<file path="src/rtl/conv_acc_driver.sv">
// conv_acc_driver
//
// Drives the accumulator register interface for one output pixel of the
// image-convolution datapath. For each window it:
//   1. clears the accumulator,
//   2. streams TAPS pixel/weight pairs and issues one accumulator update per
//      accepted pair (a load of acc_q + pixel*weight, or a +1 strobe when the
//      product is exactly 1),
//   3. presents the final sum to the write-back stage.
//
// Ports:
//   clk, rst      - clock and synchronous active-high reset
//   start         - begin a window (sampled only while idle)
//   pix_valid     - pixel/weight pair present
//   pix_in        - unsigned pixel value
//   wgt_in        - signed two's-complement kernel weight
//   pix_ready     - pair accepted on an edge where pix_valid & pix_ready
//   acc_q         - accumulator current value
//   acc_data_out  - value to load into the accumulator
//   acc_w_en      - accumulator load strobe
//   acc_inc       - accumulator +1 strobe
//   busy          - high whenever a window is in progress
//   result        - final sum, valid with result_valid, held until next window
//   result_valid  - one-cycle pulse marking a finished window
module conv_acc_driver #(
    parameter int PIX_W = 8,
    parameter int WGT_W = 8,
    parameter int ACC_W = 32,
    parameter int TAPS  = 9
) (
    input  logic             clk,
    input  logic             rst,
    input  logic             start,
    input  logic             pix_valid,
    input  logic [PIX_W-1:0] pix_in,
    input  logic [WGT_W-1:0] wgt_in,
    output logic             pix_ready,
    input  logic [ACC_W-1:0] acc_q,
    output logic [ACC_W-1:0] acc_data_out,
    output logic             acc_w_en,
    output logic             acc_inc,
    output logic             busy,
    output logic [ACC_W-1:0] result,
    output logic             result_valid
);

    typedef enum logic [1:0] {
        IDLE  = 2'd0,
        CLEAR = 2'd1,
        ACCUM = 2'd2,
        DONE  = 2'd3
    } state_t;

    // Product of an unsigned PIX_W value (made positive by a zero MSB) and a
    // signed WGT_W value fits exactly in PIX_W + WGT_W + 1 bits.
    localparam int              PROD_W    = PIX_W + WGT_W + 1;
    localparam logic [7:0]      LAST_BEAT = 8'(TAPS - 1);

    state_t             state_reg;
    logic [7:0]         cnt_reg;
    logic               pix_ready_reg;
    logic               busy_reg;
    logic               result_valid_reg;
    logic [ACC_W-1:0]   result_reg;

    logic signed [PROD_W-1:0] pix_ext;
    logic signed [PROD_W-1:0] wgt_ext;
    logic signed [PROD_W-1:0] prod;
    logic [ACC_W-1:0]         prod_acc;
    logic                     beat;

    // Both operands widened to the full product width so the multiply is
    // a plain same-width signed multiply.
    assign pix_ext  = {{(WGT_W + 1){1'b0}}, pix_in};
    assign wgt_ext  = {{(PIX_W + 1){wgt_in[WGT_W-1]}}, wgt_in};
    assign prod     = pix_ext * wgt_ext;
    assign prod_acc = {{(ACC_W - PROD_W){prod[PROD_W-1]}}, prod};

    // pix_ready is high exactly while in ACCUM, so this is the accept condition.
    assign beat = (state_reg == ACCUM) && pix_valid;

    // Accumulator strobes follow the current beat so that the accumulator
    // updates on the same edge that accepts the pair; acc_q is then already
    // up to date for the next beat, allowing back-to-back updates.
    always_comb begin
        acc_w_en     = 1'b0;
        acc_inc      = 1'b0;
        acc_data_out = '0;
        if (state_reg == CLEAR) begin
            acc_w_en = 1'b1;
        end else if (beat) begin
            if (prod_acc == ACC_W'(1)) begin
                acc_inc = 1'b1;
            end else begin
                acc_w_en     = 1'b1;
                acc_data_out = acc_q + prod_acc;
            end
        end
    end

    always_ff @(posedge clk) begin
        if (rst) begin
            state_reg        <= IDLE;
            cnt_reg          <= '0;
            pix_ready_reg    <= 1'b0;
            busy_reg         <= 1'b0;
            result_valid_reg <= 1'b0;
            result_reg       <= '0;
        end else begin
            result_valid_reg <= 1'b0;
            case (state_reg)
                IDLE: begin
                    if (start) begin
                        state_reg <= CLEAR;
                        busy_reg  <= 1'b1;
                    end
                end
                CLEAR: begin
                    cnt_reg       <= '0;
                    pix_ready_reg <= 1'b1;
                    state_reg     <= ACCUM;
                end
                ACCUM: begin
                    if (beat) begin
                        cnt_reg <= cnt_reg + 8'd1;
                        if (cnt_reg == LAST_BEAT) begin
                            state_reg        <= DONE;
                            pix_ready_reg    <= 1'b0;
                            result_valid_reg <= 1'b1;
                        end
                    end
                end
                DONE: begin
                    // The last update landed on the edge into DONE, so acc_q
                    // holds the final sum here; keep it for after the pulse.
                    result_reg <= acc_q;
                    busy_reg   <= 1'b0;
                    state_reg  <= IDLE;
                end
                default: begin
                    state_reg <= IDLE;
                end
            endcase
        end
    end

    assign pix_ready    = pix_ready_reg;
    assign busy         = busy_reg;
    assign result_valid = result_valid_reg;
    assign result       = (state_reg == DONE) ? acc_q : result_reg;

endmodule

</file>
<file path="config.mk">
export PLATFORM = sky130hd
export DESIGN_NAME = conv_acc_driver
export DESIGN_NICKNAME = d
export VERILOG_FILES = /design/src/rtl/conv_acc_driver.sv
export SDC_FILE = /design/constraint.sdc
export NUM_CORES = 1
export LEC_CHECK = 0
export BUFFER_PORTS_ARGS = -buffer_cell sky130_fd_sc_hd__buf_2
export CORE_UTILIZATION = 35
export DETAILED_ROUTE_END_ITERATION = 7
export GPL_TIMING_DRIVEN = 0
export SLEW_MARGIN = 5
export SYNTH_ARGS = -nofsm -noshare
export SYNTH_HDL_FRONTEND = slang
export SYNTH_SLANG_ARGS = --single-unit
</file>
<file path="constraint.sdc">
create_clock -name clk -period 9.6 [get_ports clk]
set_clock_uncertainty 0.05 [all_clocks]
set_input_delay 0.96 -clock clk [delete_from_list [all_inputs] [get_ports clk]]
set_output_delay 0.96 -clock clk [all_outputs]
set_load 0.05 [all_outputs]
</file>
==> results.md <==
- Status: finished clean
- I/O pin count: 121
- R2r endpoint: result_reg[19]
- Port Buffer Count: about 120
- Worst Path Class, Setup: in2out
- Count of yosys warnings during synthesis: 0
- Clock transition at path regs: roughly 0.07 ns
- Max Transition Viols Final: 0
- Reg2reg path depth: 5
- Max reg flops: 32
- Library cells used by synthesis: 52
- Die width: roughly 130 um
- Synthesized net count: roughly 900
- Setup TNS: 0 ns
- Max Cap Viol: 0
- Req. time, crit path: ~8.6 ns
- Core Rows: 47
- # fillers: ~1700
- Sequential-to-total area share from yosys stat: 15.1%
- Inst Count DP: 1051
- Hold path endpoint: busy
- Hold Buf Count CTS: 0
- Slew margin rel.: 54.3%
- Yosys reg bits: 45
- Final Setup Violations: 0
- Startpoint types: input pin
- DIE AREA: 17500 sq um
- Drt wl/cell: 14.4 um
- Minimum clock period: ~9.2 ns
- Dominant synthesized flop cell: dfxtp_1
- Worst EP arrival: 8.14 ns
- Cts bufs inserted: 5
- HPWL after DPL: 12.6 mm
- Setup ws final: 0.448 ns
- Initial antenna violation count: 0
- Root cell of the clock tree: clkbuf_16
- Vias per inst: 4.98
- Fin crit share: 95.3%
- Hold violation total from the final report: 0
- Post-Layout Cell Count: 1058
- RSZ-0062 raised after global routing: false
- Mapped Avg Cell Area: 8.37 sq um
- Layout Nets: 1010
- Clk_lat worst skew: 0.29 ns
- Diode count: 0
- Async S/R FF share, synth: 0%
- Hold Path Depth: 2
- PD cells: 264 nW/um^2
- Vias in the first global route: 4940
- Leak: ~3.5 nW
- First-pass GRT wire length: 24.7 mm
- Type of the tightest min-delay check: reg2reg
- EDFF count, synth: 0
- DP Worst Slack: 0.164 ns
- Drt drc: 0
- Die height: 132 um
- Crit. End Element: primary output
- Tot GR Track Use: 17.4%
- CP Max Fanout: 12
- P&R area growth vs syn: 18.0%
- Htree depth: 2
- R2r startpoint: state_reg[1]
- Peak VDD IR: 0.156 mV
- CTS tree: built
- Clk sink count: 45
- Via count: around 5300
- Synthesized area: 5950 sq um
- Post-CTS setup buffers: 0
- Antenna Nets Post-Route: 0
- Layout cells sized above 1: 20.8%
- Routed wire length: 15.2 mm
- Starting density of the core: a little over a third
- CTS max path bufs: 2
- Grt ovf: 0
- Starting DRC count in detailed routing: 190
- Largest net degree at the start of global routing: 17
- Mapped Cells: 711
- Worst-Margin Slew: 0.686 ns
- Setup slack, reg-to-reg: between 7 and 8 ns
- Hold_sp: busy
- Drt first pass iters: 4
- Gpl congestion: between 0.8 and 0.9
- Achievable frequency: 0.109 GHz
- Core area: 16600 sq um
[Yosys cell counts (all sizes together), types with 3 or more instances]
master | n | share of area [%]
a21oi | 38 | 3.2
dfxtp | 45 | 15
o21a | 8 | 1.0
a2111oi | 4 | 0.90
xnor2 | 20 | 2.9
o211ai | 3 | 0.38
mux2 | 34 | 6.4
ha | 83 | 17
inv | 71 | 4.5
nor2 | 58 | 3.7
nand4b | 3 | 0.44
nor3 | 20 | 1.7
xor2 | 14 | 2.1
a21o | 25 | 3.2
a211oi | 8 | 1.0
o21bai | 9 | 1.1
and3 | 4 | 0.42
nor3b | 4 | 0.50
nand3 | 15 | 1.3
buf | 3 | 0.57
nand2 | 46 | 2.9
o21ai | 23 | 2.0
or4 | 5 | 0.69
nand2b | 6 | 0.63
clkbuf | 15 | 0.95
fa | 38 | 13
nor2b | 37 | 3.9
nand4 | 6 | 0.63
and2 | 42 | 4.4
[cell type report]
class,count,area [sq um],share of cell area [%]
inverters,71,267,3.79
clock buffers,5,125,1.78
well taps,220,275,3.92
repair buffers,120,607,8.64
flip-flops and latches,45,901,12.8
plain buffers,17,86.3,1.23
multi-input cells,577,4710,67.1
clock inverters,3,50.0,0.713
[power breakdown]
| part | switching [mW] | internal [mW] | leakage (nW) |
|---|---|---|---|
| registers | 0.00891 | 0.206 | 0.364 |
| clock network | 0.0875 | 0.125 | 0.0859 |
| logic | 0.882 | 0.543 | 3.07 |
| total | 0.978 | 0.874 | 3.52 |
[placed cells by master (no fill, tap or decap), drive strengths merged, types with 3 or more instances in the layout]
cell,n
a2111oi,4
a211oi,8
a21o,25
a21oi,38
and2,42
and3,4
buf,123
clkbuf,19
dfxtp,45
fa,38
ha,83
inv,72
mux2,34
nand2,46
nand2b,6
nand3,15
nand4,6
nand4b,3
nor2,58
nor2b,37
nor3,20
nor3b,4
o211ai,3
o21a,8
o21ai,23
o21bai,9
or4,5
xnor2,20
xor2,14
[layer usage]
layer	up-vias	track usage, %	part of all wire, %
li1	2689	-	-
met1	2455	25.3	50
met2	122	27.5	44
met3	8	3.00	5.3
met4	0	2.43	0.96
met5	-	0	0
[worst max path at each step]
stage	startpoint	cells after the start	end
after detailed placement	wgt_in[7]	27	acc_data_out[29]
after CTS	wgt_in[7]	27	acc_data_out[29]
after global placement	wgt_in[7]	26	acc_data_out[29]
after global routing	wgt_in[7]	26	acc_data_out[28]
final	wgt_in[7]	26	acc_data_out[28]
after floorplan	wgt_in[7]	24	acc_data_out[29]
[worst max-delay path, cell delays in order]
cell and delay [ns]:
buf_2 0.14, inv_1 0.22, nor2_1 0.10, fa_1 0.51
fa_1 0.53, fa_1 0.54, inv_1 0.05, fa_1 0.52
inv_1 0.04, ha_1 0.37, a2111oi_4 0.41, o21ai_1 0.18
a2111oi_0 0.35, or3_1 0.21, xnor2_2 0.17, buf_6 0.21
ha_1 0.21, a211o_1 0.25, or2_2 0.29, a2111oi_2 0.40
a211oi_1 0.20, o311ai_0 0.45, a21boi_0 0.22, o21a_1 0.20
nor3_1 0.12, buf_2 0.29
[kinds of logic (layout without fill, tap and decap cells)]
group                    after synthesis  in the layout  share of synthesized area, %
multiplexers                          35             35                          6.60
AND/OR/NAND/NOR                      254            254                          22.1
buffers and inverters                 89            216                          5.99
flip-flops                            45             45                          15.1
XOR/XNOR                              34             34                          5.01
AO/OA/AOI/OAI                        133            133                          14.9
adder cells (fa/ha/maj)              121            121                          30.2
[metrics by stage]
step	utilization, %	hold slack, ns	power [mW]	area (sq um)
2_1_floorplan	-	0.412	1.35	5950
6_report	42.3	0.418	1.85	7020
4_1_cts	42.3	0.423	1.86	7010
5_1_grt	42.3	0.462	2.03	7020
3_3_place_gp	41.1	0.402	1.63	6820
3_5_place_dp	41.2	0.408	1.64	6840
[what timing repair did]
action | in CTS | in global routing
endpoints found under the setup margin | 0 | 8
hold endpoints to repair | 0 | 0
gates resized for setup | 0 | 5
Power figures use the tool's default switching activity.
